`src/rtl/irl_refill.sv`:
```
// irl_refill: periodic token-bucket refill engine.
// On each refill_tick it sweeps every flow index, reads the flow's bucket and
// its source record, fetches the CIR/EIR limiting profiles of the flow's
// limiter, and writes back the bucket with each token count raised by the
// profile increment and clamped at the profile maximum. A policer write to
// the flow being refilled discards the in-flight data and restarts that flow.

`ifndef FLOW_VALUE_DEPTH_NBITS
`define FLOW_VALUE_DEPTH_NBITS 4
`endif
`ifndef CIR_NBITS
`define CIR_NBITS 8
`endif
`ifndef EIR_NBITS
`define EIR_NBITS 8
`endif
`ifndef LIMITER_NBITS
`define LIMITER_NBITS 4
`endif
`ifndef FILL_TB_NBITS
`define FILL_TB_NBITS (`LIMITER_NBITS+1)
`endif
`ifndef LIMITING_PROFILE_NBITS
`define LIMITING_PROFILE_NBITS (2*`CIR_NBITS)
`endif

module irl_refill #(
  parameter int DEPTH_NBITS  = `FLOW_VALUE_DEPTH_NBITS,
  parameter int CIR_TB_NBITS = `CIR_NBITS + 2,
  parameter int EIR_TB_NBITS = `EIR_NBITS + 2,
  parameter int BUCKET_NBITS = CIR_TB_NBITS + EIR_TB_NBITS
) (
  input  logic                               clk,
  input  logic                               rst,
  input  logic                               refill_tick,
  output logic                               token_bucket_rd,
  output logic [DEPTH_NBITS-1:0]             token_bucket_raddr,
  input  logic                               token_bucket_ack,
  input  logic [BUCKET_NBITS-1:0]            token_bucket_rdata,
  output logic                               fill_tb_src_rd,
  output logic [DEPTH_NBITS-1:0]             fill_tb_src_raddr,
  input  logic                               fill_tb_src_ack,
  input  logic [`FILL_TB_NBITS-1:0]          fill_tb_src_rdata,
  output logic                               limiting_profile_cir_rd,
  output logic [`LIMITER_NBITS-1:0]          limiting_profile_cir_raddr,
  input  logic                               limiting_profile_cir_ack,
  input  logic [`LIMITING_PROFILE_NBITS-1:0] limiting_profile_cir_rdata,
  output logic                               limiting_profile_eir_rd,
  output logic [`LIMITER_NBITS-1:0]          limiting_profile_eir_raddr,
  input  logic                               limiting_profile_eir_ack,
  input  logic [`LIMITING_PROFILE_NBITS-1:0] limiting_profile_eir_rdata,
  input  logic                               policer_wr,
  input  logic [DEPTH_NBITS-1:0]             policer_waddr,
  output logic                               token_bucket_wr,
  output logic [DEPTH_NBITS-1:0]             token_bucket_waddr,
  output logic [BUCKET_NBITS-1:0]            token_bucket_wdata,
  output logic                               refill_busy,
  output logic                               refill_done,
  output logic                               refill_overrun,
  output logic [2:0]                         dbg_state_o
);

  // Read/ack handshake: every rd is a single-cycle request carrying its
  // address; the responder later returns exactly one single-cycle ack with
  // the data. A new rd on a port is only issued once the previous one on
  // that port has been acked, so stale acks after a restart are drained
  // before the flow is re-read.

  localparam int LIM_W  = `LIMITER_NBITS;
  localparam int SRC_W  = `FILL_TB_NBITS;
  localparam int PROF_W = `LIMITING_PROFILE_NBITS;
  localparam int CIR_W  = `CIR_NBITS;
  localparam int EIR_W  = `EIR_NBITS;

  localparam logic [2:0] ST_IDLE    = 3'd0;
  localparam logic [2:0] ST_RD_SRC  = 3'd1;
  localparam logic [2:0] ST_WT_SRC  = 3'd2;
  localparam logic [2:0] ST_RD_PROF = 3'd3;
  localparam logic [2:0] ST_WT_PROF = 3'd4;
  localparam logic [2:0] ST_WR      = 3'd5;

  logic [2:0]              state_q, state_d;
  logic [DEPTH_NBITS-1:0]  idx_q, idx_d;
  logic                    tb_pend_q, src_pend_q, cir_pend_q, eir_pend_q;
  logic [BUCKET_NBITS-1:0] bkt_q;
  logic [SRC_W-1:0]        src_q;
  logic [PROF_W-1:0]       cir_prof_q, eir_prof_q;
  logic                    done_q, done_d;
  logic                    overrun_q;

  logic                    hazard;
  logic                    issue_src;
  logic                    issue_prof;
  logic                    flow_end;

  logic [CIR_TB_NBITS-1:0] cir_tok, cir_new;
  logic [EIR_TB_NBITS-1:0] eir_tok, eir_new;
  logic [CIR_TB_NBITS:0]   cir_sum, cir_cap;
  logic [EIR_TB_NBITS:0]   eir_sum, eir_cap;

  // Handshake qualifiers: a policer write to the current flow invalidates
  // any in-flight data for it.
  always_comb begin
    hazard     = policer_wr && (policer_waddr == idx_q) && (state_q != ST_IDLE);
    issue_src  = (state_q == ST_RD_SRC) && !hazard &&
                 !tb_pend_q && !src_pend_q && !cir_pend_q && !eir_pend_q;
    issue_prof = (state_q == ST_RD_PROF) && !hazard;
  end

  // Sweep sequencing: next state, flow index and end-of-sweep pulse.
  always_comb begin
    state_d  = state_q;
    idx_d    = idx_q;
    done_d   = 1'b0;
    flow_end = 1'b0;
    case (state_q)
      ST_IDLE: begin
        // a tick coinciding with the done pulse is an overrun, not a start
        if (refill_tick && !done_q) begin
          idx_d   = '0;
          state_d = ST_RD_SRC;
        end
      end
      ST_RD_SRC: begin
        if (issue_src) state_d = ST_WT_SRC;
      end
      ST_WT_SRC: begin
        if (hazard) begin
          state_d = ST_RD_SRC;
        end else if (!tb_pend_q && !src_pend_q) begin
          if (src_q[SRC_W-1]) state_d = ST_RD_PROF;
          else                flow_end = 1'b1;
        end
      end
      ST_RD_PROF: begin
        state_d = hazard ? ST_RD_SRC : ST_WT_PROF;
      end
      ST_WT_PROF: begin
        if (hazard)                           state_d = ST_RD_SRC;
        else if (!cir_pend_q && !eir_pend_q)  state_d = ST_WR;
      end
      ST_WR: begin
        if (hazard)           state_d = ST_RD_SRC;
        else if (!policer_wr) flow_end = 1'b1;
      end
      default: state_d = ST_IDLE;
    endcase
    if (flow_end) begin
      if (idx_q == {DEPTH_NBITS{1'b1}}) begin
        done_d  = 1'b1;
        state_d = ST_IDLE;
      end else begin
        idx_d   = idx_q + DEPTH_NBITS'(1);
        state_d = ST_RD_SRC;
      end
    end
  end

  // Refill arithmetic: saturating add against the profile maximum, with a
  // one-bit-wider sum so the addition can never wrap.
  always_comb begin
    cir_tok = bkt_q[BUCKET_NBITS-1 -: CIR_TB_NBITS];
    eir_tok = bkt_q[EIR_TB_NBITS-1:0];
    cir_sum = {1'b0, cir_tok} + (CIR_TB_NBITS+1)'(cir_prof_q[CIR_W-1:0]);
    cir_cap = (CIR_TB_NBITS+1)'(cir_prof_q[2*CIR_W-1:CIR_W]);
    eir_sum = {1'b0, eir_tok} + (EIR_TB_NBITS+1)'(eir_prof_q[EIR_W-1:0]);
    eir_cap = (EIR_TB_NBITS+1)'(eir_prof_q[2*EIR_W-1:EIR_W]);
    cir_new = (cir_sum < cir_cap) ? cir_sum[CIR_TB_NBITS-1:0] : cir_cap[CIR_TB_NBITS-1:0];
    eir_new = (eir_sum < eir_cap) ? eir_sum[EIR_TB_NBITS-1:0] : eir_cap[EIR_TB_NBITS-1:0];
  end

  // FSM state, index and status pulses.
  always_ff @(posedge clk or posedge rst) begin
    if (rst) begin
      state_q   <= ST_IDLE;
      idx_q     <= '0;
      done_q    <= 1'b0;
      overrun_q <= 1'b0;
    end else begin
      state_q   <= state_d;
      idx_q     <= idx_d;
      done_q    <= done_d;
      overrun_q <= refill_tick && ((state_q != ST_IDLE) || done_q);
    end
  end

  // Outstanding-read tracking per port: set on issue, cleared by the ack.
  always_ff @(posedge clk or posedge rst) begin
    if (rst) begin
      tb_pend_q  <= 1'b0;
      src_pend_q <= 1'b0;
      cir_pend_q <= 1'b0;
      eir_pend_q <= 1'b0;
    end else begin
      if (issue_src)                     tb_pend_q  <= 1'b1;
      else if (token_bucket_ack)         tb_pend_q  <= 1'b0;
      if (issue_src)                     src_pend_q <= 1'b1;
      else if (fill_tb_src_ack)          src_pend_q <= 1'b0;
      if (issue_prof)                    cir_pend_q <= 1'b1;
      else if (limiting_profile_cir_ack) cir_pend_q <= 1'b0;
      if (issue_prof)                    eir_pend_q <= 1'b1;
      else if (limiting_profile_eir_ack) eir_pend_q <= 1'b0;
    end
  end

  // Read-data capture: each return is latched on its own ack while waiting.
  always_ff @(posedge clk or posedge rst) begin
    if (rst) begin
      bkt_q      <= '0;
      src_q      <= '0;
      cir_prof_q <= '0;
      eir_prof_q <= '0;
    end else begin
      if (state_q == ST_WT_SRC && token_bucket_ack)          bkt_q      <= token_bucket_rdata;
      if (state_q == ST_WT_SRC && fill_tb_src_ack)           src_q      <= fill_tb_src_rdata;
      if (state_q == ST_WT_PROF && limiting_profile_cir_ack) cir_prof_q <= limiting_profile_cir_rdata;
      if (state_q == ST_WT_PROF && limiting_profile_eir_ack) eir_prof_q <= limiting_profile_eir_rdata;
    end
  end

  // Output drive: requests are decoded from the state so they vanish with it.
  always_comb begin
    token_bucket_rd            = issue_src;
    token_bucket_raddr         = idx_q;
    fill_tb_src_rd             = issue_src;
    fill_tb_src_raddr          = idx_q;
    limiting_profile_cir_rd    = issue_prof;
    limiting_profile_cir_raddr = src_q[LIM_W-1:0];
    limiting_profile_eir_rd    = issue_prof;
    limiting_profile_eir_raddr = src_q[LIM_W-1:0];
    token_bucket_wr            = (state_q == ST_WR) && !policer_wr;
    token_bucket_waddr         = idx_q;
    token_bucket_wdata         = {cir_new, eir_new};
    refill_busy                = (state_q != ST_IDLE);
    refill_done                = done_q;
    refill_overrun             = overrun_q;
    dbg_state_o                = state_q;
  end

endmodule

```
`config.mk`:
```
export PLATFORM = sky130hd
export DESIGN_NAME = irl_refill
export DESIGN_NICKNAME = d
export VERILOG_FILES = /design/src/rtl/irl_refill.sv
export SDC_FILE = /design/constraint.sdc
export NUM_CORES = 1
export LEC_CHECK = 0
export ABC_AREA = 0
export CAP_MARGIN = 20
export CORE_UTILIZATION = 54
export CTS_BUF_LIST = sky130_fd_sc_hd__clkbuf_8
export CTS_CLUSTER_DIAMETER = 100
export DETAILED_ROUTE_END_ITERATION = 8
export PLACE_DENSITY = 0.85
export SLEW_MARGIN = 20
export SYNTH_ARGS = -nofsm -noshare
export SYNTH_HDL_FRONTEND = slang
export SYNTH_SLANG_ARGS = --single-unit
```
`constraint.sdc`:
```
create_clock -name clk -period 9.85 [get_ports clk]
set_input_delay 2.4625 -clock clk [delete_from_list [all_inputs] [get_ports clk]]
set_output_delay 2.4625 -clock clk [all_outputs]
set_load 0.03 [all_outputs]
```
# == Word level (Yosys, flattened, before mapping) ==
# Index checks and enable logic that the tools add are counted.
# totals
register_bits,70
latch_bits,0
ram_bits,0
mem_bits_ro,0
inputBits,69
out_inout_bits,51
elab_cells,96
memories,0
# op_classes
n_addsub,3
mul,0
n_div,0
order_cmp,2
n_eq_ne,13
shifts,0
n_mux,34
n_bitwise,0
reduce_logical,32
# ops
op,n
$mux W3,10
$add A10 B8 Y11,2
$lt A11 B8 Y1,2
$mux W10,2
$pmux W3 S6,1
$logic_and A1 B1 Y1,17
$mux W1,16
$mux W4,4
$ne A4 B4 Y1 const B,3
$ne A3 B3 Y1 const B,3
$reduce_bool A2 Y1,4
$logic_not A1 Y1,7
$eq A3 B2 Y1 const B,2
$eq A3 B3 Y1 const B,2
$reduce_and A6 Y1,1
$add A4 B1 Y4 const B,1
$eq A4 B4 Y1,1
$eq A4 B4 Y1 const B,1
$eq A3 B1 Y1 const B,1
$logic_not A3 Y1,1
$reduce_bool A3 Y1,1
$pmux W1 S2,1
$logic_or A1 B1 Y1,1

# == Depth between registers and ports, before layout ==
# Gate-level depths: netlist (run 1).
# logic_depth
depth_word,12
depth_mapped,14
ltp_nobuf,14

# == Least setup slack after synthesis (run 1) ==
# Ideal clock, no wire load.
# synth_path
path_type,input to output
start,input port policer_wr
end,output port token_bucket_wr
arrival_ps,3550
required_time_ps,7388
setup_slack_ps,3837
cell_stages,1
path_buffers,0
path_cell_list,nor4bb_1
# synth_between
elab_chain_cells,2
# synth_lines
item,line,text
"start, declared",52,"input logic policer_wr,"
$logic_not A1 Y1,231,token_bucket_wr = (state_q == ST_WR) && !policer_wr;
$logic_and A1 B1 Y1,231,
"end, declared",54,"output logic token_bucket_wr,"
# No other way between the ends.

# == Final worst setup path (run 1) ==
# layout_path
start,register cir_prof_q[0]
end,output port token_bucket_wdata[11]
# layout_between
elab_chain_cells,3
# layout_lines
item,line,text
"start, declared",87,"logic [PROF_W-1:0] cir_prof_q, eir_prof_q;"
"start signal, assigned",216,if (state_q == ST_WT_PROF && limiting_profile_cir_ack) cir_prof_q <= limiting_profile_cir_rdata;
$add A10 B8 Y11 *,164,"cir_sum = {1'b0, cir_tok} + (CIR_TB_NBITS+1)'(cir_prof_q[CIR_W-1:0]);"
$lt A11 B8 Y1,168,cir_new = (cir_sum < cir_cap) ? cir_sum[CIR_TB_NBITS-1:0] : cir_cap[CIR_TB_NBITS-1:0];
$mux W10 *,168,
"end, declared",56,"output logic [BUCKET_NBITS-1:0] token_bucket_wdata,"
# Every way passes the cells marked *; elsewhere a longest branch is shown, timed or not.

==> metrics.yaml, run 1 <==
timing:
  maximum_clock_skew_at_final_layout_ns: 0.0122
  finalSetupTns_ns: 0
  rsz0062_at_grt: "false"
  period_share_pct: 72.5
  final-max-slew-violation-count: 0
  slew_headroom_pct: 34.5
  timing.hold.ws_ns: 0.493
  hold_viol: 0
  timing_worst_slew_pin_value_ns: 0.983
  fin_crit_ns: 7.14
  finalSetupViolations: 0
  achievable-frequency_ghz: 0.140
logic_synthesis:
  yosys.area.top_type_share_pct: 39.1
  synth.avg_cell_area_um2: 10.2
  synth-edff-count: 0
  synth.top_cells.by_area: "sky130_fd_sc_hd__dfrtp_1 39%, sky130_fd_sc_hd__ha_1 8.7%, sky130_fd_sc_hd__mux2_1 8.3%"
  synth_area_um2: 4480
  postSynth.asyncResetShare_pct: 100
  netlist-cell-type-count: 61
  synthDominantAreaCellType: "sky130_fd_sc_hd__dfrtp_1"
  synth_sequential_area_ratio_pct: 39.1
  postSynthCellCount: 441
  synth-main-ff-cell: "sky130_fd_sc_hd__dfrtp_1"
  ys.warnings.count: 0
  synth.ff_latch_count: 70
place:
  place_congestion: 0.919
  numPortBuffers: 115
  detailedPlacementHpwl_um: 7600
  post_dp_cell_area_um2: 5570
die:
  core_area_um2: 7890
  floorplan.initialDensity_pct: 56.8
  floorplan.die_area_um2: 8660
  std_cell_rows: 32
  die_height_um: 93.1
  die_w_um: 93.1
  io-pin-count: 120
final_layout:
  fill_cells: 551
  ant_diodes: 0
  num-nets-final: 641
  multi_input_comb_area_um2: 2380
  area_growth_pct: 29.5
  mostFrequentLayoutCell: "sky130_fd_sc_hd__clkdlybuf4s50_1"
  ff_latch_area_um2: 1750
  layout-drive-gt1-share_pct: 9.74
  final_cell_mix: "115 x sky130_fd_sc_hd__clkdlybuf4s50_1, 70 x sky130_fd_sc_hd__dfrtp_1, 34 x sky130_fd_sc_hd__inv_1"
  postLayoutCellArea_um2: 5800
setup_path:
  worst_ep_arrival_time_ns: 4.68
  worst-r2r-setup-slack_ns: 7.80
  worst-path-max-fanout: 8
  worstSetupStartpointType: "register"
  timing.setup.critical_path_class: "register to primary output"
  crit_required_ns: 7.39
  setup.worst_path.end_class: "primary output"
grt:
  grt_start_max_net_pins: 71
  antenna_found_initial: 0
  grt_first_pass_wirelength_um: 16600
  gr_overflow_total: 0
  global_route.usage.total_pct: 24.3
  grt_pass1_vias: 3594
detailed_routing:
  postRouteWirelength_um: 10100
  num_vias: 3553
  ant_nets: 0
  drcViolationCount: 0
  drt-initial-drc-count: 174
  drt-wirelength-per-cell_um: 15.6
  dr.pass1.iters: 4
  vias_per_cell: 5.50
clock_network:
  cts.root.buffer_cell: "sky130_fd_sc_hd__clkbuf_8"
  cts_post_setup_buffers_inserted: 0
  cts_repair_resize_count: 0
  cts.clk_slew.worst_paths_ns: 0.09
  cts_sinks: 70
  cts_tree: "done"
  worst_skew_pair.late_latency_ns: 0.35
  number_of_buffers_on_the_longest_clock_path: 2
  cts_hold_buffers: 0
  tritoncts.num_buffers: 9
  htree_levels: 3
run:
  max-cap-violations: 0
min_path:
  worstHoldPathType: "register to register"
run_status:
  outcome: "finished, final reports clean"
-- worst paths after layout --
check	cells after the start	to	from
max in group asynchronous	3	bkt_q[6]$_DFFE_PP0P_	rst
setup / recovery	15	token_bucket_wdata[11]	cir_prof_q[0]$_DFFE_PP0P_
hold / removal	1	eir_prof_q[5]$_DFFE_PP0P_	eir_prof_q[5]$_DFFE_PP0P_
min in group asynchronous	3	eir_prof_q[13]$_DFFE_PP0P_	rst
hold reg to reg	1	eir_prof_q[5]$_DFFE_PP0P_	eir_prof_q[5]$_DFFE_PP0P_
setup reg to reg	3	eir_prof_q[0]$_DFFE_PP0P_	dbg_state_o[1]$_DFFE_PP0P_
-- through the flow --
| stage | cells | setup slack [ns] | utilization, % |
|---|---|---|---|
| final | 646 | 2.71 | 73.5 |
| after floorplan | 444 | 3.84 | - |
| after global routing | 646 | 2.52 | 73.5 |
| after CTS | 646 | 2.76 | 73.5 |
| after global placement | 630 | 3.17 | 70.7 |
| after detailed placement | 630 | 3.15 | 70.7 |
-- cells in the mapped netlist, types with 3 or more instances --
cell                       count
sky130_fd_sc_hd__dfrtp_1      70
sky130_fd_sc_hd__inv_1        35
sky130_fd_sc_hd__mux2_1       33
sky130_fd_sc_hd__nand2_1      33
sky130_fd_sc_hd__ha_1         31
sky130_fd_sc_hd__nor2_1       25
sky130_fd_sc_hd__o21ai_1      25
sky130_fd_sc_hd__a21oi_1      22
sky130_fd_sc_hd__buf_4        22
sky130_fd_sc_hd__nand3_1      10
sky130_fd_sc_hd__xnor2_1       9
sky130_fd_sc_hd__clkbuf_1      7
sky130_fd_sc_hd__mux2_4        7
sky130_fd_sc_hd__o21ai_0       7
sky130_fd_sc_hd__mux2i_1       6
sky130_fd_sc_hd__o22ai_1       6
sky130_fd_sc_hd__xor2_1        6
sky130_fd_sc_hd__and3_1        5
sky130_fd_sc_hd__buf_2         5
sky130_fd_sc_hd__mux2_2        5
sky130_fd_sc_hd__nand2b_1      5
sky130_fd_sc_hd__nor2b_1       5
sky130_fd_sc_hd__nor3_1        5
sky130_fd_sc_hd__o211ai_1      5
sky130_fd_sc_hd__a211oi_1      3
sky130_fd_sc_hd__and4_1        3
-- cell type report --
class / count / area share [%]
inverter: 36 / 2.33
clock inverter: 6 / 1.47
tap: 102 / 2.20
timing repair buffer: 118 / 20.3
multi-input combinational: 304 / 41.1
clock buffer: 10 / 2.37
sequential: 70 / 30.2
-- worst max-delay path, stage by stage (launching register included) --
cell and delay, ns:
sky130_fd_sc_hd__dfrtp_1 0.35, sky130_fd_sc_hd__ha_1 0.18, sky130_fd_sc_hd__inv_1 0.06, sky130_fd_sc_hd__fa_1 0.41, sky130_fd_sc_hd__nand2b_1 0.19, sky130_fd_sc_hd__a211oi_2 0.45, sky130_fd_sc_hd__o21ai_1 0.17, sky130_fd_sc_hd__xnor2_1 0.23
sky130_fd_sc_hd__ha_1 0.29, sky130_fd_sc_hd__a21oi_1 0.17, sky130_fd_sc_hd__o22ai_1 0.13, sky130_fd_sc_hd__a211oi_4 0.43, sky130_fd_sc_hd__a21boi_4 0.34, sky130_fd_sc_hd__nor2_1 0.08, sky130_fd_sc_hd__a211oi_2 0.14, sky130_fd_sc_hd__clkdlybuf4s50_1 0.69
-- state kept, by name (all words and copies together), names as in the netlist --
signal	count
refill_done	1
cir_prof_q	16
tb_pend_q	1
cir_pend_q	1
src_pend_q	1
dbg_state_o	3
fill_tb_src_raddr	4
bkt_q	20
src_q	5
refill_overrun	1
eir_prof_q	16
eir_pend_q	1
-- routing by layer --
| metal | vias up | wire, um | global-route usage (%) |
|---|---|---|---|
| met5 | - | 0 | 0 |
| met4 | 0 | 221 | 10.0 |
| met3 | 27 | 571 | 4.96 |
| met2 | 134 | 4640 | 38.4 |
| met1 | 1688 | 4620 | 32.7 |
| li1 | 1704 | - | - |
-- logic make-up after synthesis --
logic type | count (synthesis) | synth area share [%]
buffers and inverters | 70 | 7.85
other | 1 | 0.0838
muxes | 51 | 13.2
adders and majority gates | 33 | 9.56
AOI/OAI and AO/OA | 91 | 14.4
DFF | 70 | 39.1
xor gates and xnor gates | 15 | 2.93
and+or+nand+nor | 110 | 12.7
Power of run 1 is not shown: default switching activity piles up to over one toggle a cycle in this logic, so the estimate is an artifact.
==> run 2, diff against run 1 <==
--- a/config.mk
+++ b/config.mk
@@ -7,11 +7,11 @@
 export LEC_CHECK = 0
 export ABC_AREA = 0
 export CAP_MARGIN = 20
-export CORE_UTILIZATION = 54
+export CORE_UTILIZATION = 46
 export CTS_BUF_LIST = sky130_fd_sc_hd__clkbuf_8
 export CTS_CLUSTER_DIAMETER = 100
 export DETAILED_ROUTE_END_ITERATION = 8
-export PLACE_DENSITY = 0.85
+export PLACE_DENSITY = 0.77
 export SLEW_MARGIN = 20
 export SYNTH_ARGS = -nofsm -noshare
 export SYNTH_HDL_FRONTEND = slang
==> constraint.sdc (replaced) <==
create_clock -name clk -period 6.14 [get_ports clk]
set_input_delay 1.535 -clock clk [delete_from_list [all_inputs] [get_ports clk]]
set_output_delay 1.535 -clock clk [all_outputs]
set_load 0.03 [all_outputs]
==> metrics.yaml, run 2 (same netlist as run 1, synthesis figures left out) <==
setup_path:
  largest_incremental_delay_on_the_critical_path_ns: 0.69  # about the same
  setup.worst_path.end_class: "primary output"
  timing.critical_path.max_delay_family: "compound AO/OA/AOI/OAI gates"
  crit_path_cell_trace: "ha_1, inv_1, fa_1, nand2b_1, a211oi_2, buf_4, o21ai_1, xnor2_1, ha_1, a21oi_1, o22ai_1, a211oi_4, a21boi_4, nor2_1, a211oi_2, clkdlybuf4s50_1"
  crit_required_ns: 4.61  # -2.78 ns
  worst_ep_arrival_time_ns: 4.32  # -0.36 ns
  critPathBufInv: 3  # +1
  cp_slowest_cell: "sky130_fd_sc_hd__clkdlybuf4s50_1"
  worstSetupStartpointType: "register"
  timing.setup.critical_path_class: "register to primary output"
  worst-path-max-fanout: 8  # unchanged
grt:
  gr_overflow_total: 0  # unchanged
  grt_first_pass_wirelength_um: 16400  # -0.88%
  grt_start_max_net_pins: 71  # unchanged
  antenna_found_initial: 0  # unchanged
  grt_pass1_vias: 3512  # -2.3%
  global_route.usage.total_pct: 20.7  # -3.7 points
timing:
  final-max-slew-violation-count: 0  # unchanged
  timing_worst_slew_pin_value_ns: 1.01  # +0.0278 ns
  finalSetupViolations: 0  # unchanged
  finalSetupTns_ns: 0  # unchanged
  maximum_clock_skew_at_final_layout_ns: 0.0122  # -0.0000486 ns
  slew_headroom_pct: 32.6  # -1.9 points
  timing.hold.ws_ns: 0.494  # +0.00104 ns
  achievable-frequency_ghz: 0.171
  period_share_pct: 95.3
  rsz0062_at_grt: "false"
  hold_viol: 0  # unchanged
  fin_crit_ns: 5.85
final_layout:
  utilization_pct: 62.5  # -11 points
  fill_cells: 792  # +44%
  postLayoutCellArea_um2: 5830  # +0.58%
  num-nets-final: 641  # unchanged
  ant_diodes: 0  # unchanged
  largest_register_ffs: 20  # unchanged
  top_register: "bkt_q"
  area_growth_pct: 30.2
  final_cell_mix: "115 x sky130_fd_sc_hd__clkdlybuf4s50_1, 70 x sky130_fd_sc_hd__dfrtp_1, 34 x sky130_fd_sc_hd__inv_1"
  reg_top3: "bkt_q x20, cir_prof_q x16, eir_prof_q x16"
  layout-drive-gt1-share_pct: 9.74  # unchanged
  mostFrequentLayoutCell: "sky130_fd_sc_hd__clkdlybuf4s50_1"
clock_network:
  worst_skew_pair.late_latency_ns: 0.34  # about the same
  cts_repair_resize_count: 0  # unchanged
  cts_post_setup_buffers_inserted: 0  # unchanged
  cts.root.buffer_cell: "sky130_fd_sc_hd__clkbuf_8"
  htree_levels: 3  # unchanged
  cts.clk_slew.worst_paths_ns: 0.07  # -0.02 ns
  cts_hold_buffers: 0  # unchanged
  cts_tree: "done"
  cts_sinks: 70  # unchanged
  tritoncts.num_buffers: 9  # unchanged
  number_of_buffers_on_the_longest_clock_path: 2  # unchanged
die:
  io-pin-count: 120  # unchanged
  floorplan.initialDensity_pct: 48.0  # -8.8 points
  die_w_um: 101  # +8.2%
  floorplan.die_area_um2: 10100  # +17%
  core_area_um2: 9330  # +18%
  die_height_um: 101  # +8.2%
  std_cell_rows: 35  # +9.4%
detailed_routing:
  drcViolationCount: 0  # unchanged
  dr.pass1.iters: 4  # unchanged
  vias_per_cell: 5.17  # -5.9%
  num_vias: 3482  # -2.0%
  postRouteWirelength_um: 9950  # -1.0%
  drt-wirelength-per-cell_um: 14.8  # -5.0%
  ant_nets: 0  # unchanged
  drt-initial-drc-count: 67  # -61%
run:
  max-cap-violations: 0  # unchanged
place:
  detailedPlacementHpwl_um: 7480  # -1.5%
  place_congestion: 0.823  # -10%
  numPortBuffers: 115  # unchanged
  post_dp_cell_area_um2: 5610  # +0.61%
min_path:
  worstHoldPathType: "register to register"
run_status:
  outcome: "finished, final reports clean"
==> run 2: worst paths after layout <==
path,cells after the start,endpoint,from,slack [ns]
worst min-delay path,1,eir_prof_q[3]$_DFFE_PP0P_,eir_prof_q[3]$_DFFE_PP0P_,0.49
min in group asynchronous,3,eir_prof_q[4]$_DFFE_PP0P_,rst,1.78
worst max-delay path,16,token_bucket_wdata[11],bkt_q[10]$_DFFE_PP0P_,0.29
worst min register to register,1,eir_prof_q[3]$_DFFE_PP0P_,eir_prof_q[3]$_DFFE_PP0P_,0.49
max in group asynchronous,3,bkt_q[15]$_DFFE_PP0P_,rst,3.77
worst max register to register,3,eir_prof_q[8]$_DFFE_PP0P_,dbg_state_o[1]$_DFFE_PP0P_,4.05
==> run 2: through the flow <==
step | setup slack [ns] | std cells
2_1_floorplan | 1.18 | 444
3_3_place_gp | 0.776 | 657
3_5_place_dp | 0.652 | 657
4_1_cts | 0.278 | 673
5_1_grt | 0.0483 | 673
6_report | 0.289 | 673
==> run 2: layer usage <==
layer	wire, um	track usage (%)	part of all wire [%]	vias up
li1	-	-	-	1705
met4	113	5.46	1.1	0
met1	4660	27.8	47	1658
met3	452	3.61	4.5	17
met2	4720	34.4	47	102
met5	0	0	0	-
==> run 2: area by class of cell <==
type                       instances  area, um2  area share [%]
inverter                          36        135            2.32
sequential                        70       1750            30.0
clock inverter                     6       85.1            1.46
clock buffer                      10        138            2.36
tap                              129        161            2.77
multi-input combinational        304       2380            40.9
timing repair buffer             118       1170            20.1
Power of run 2 is left out for the same reason.
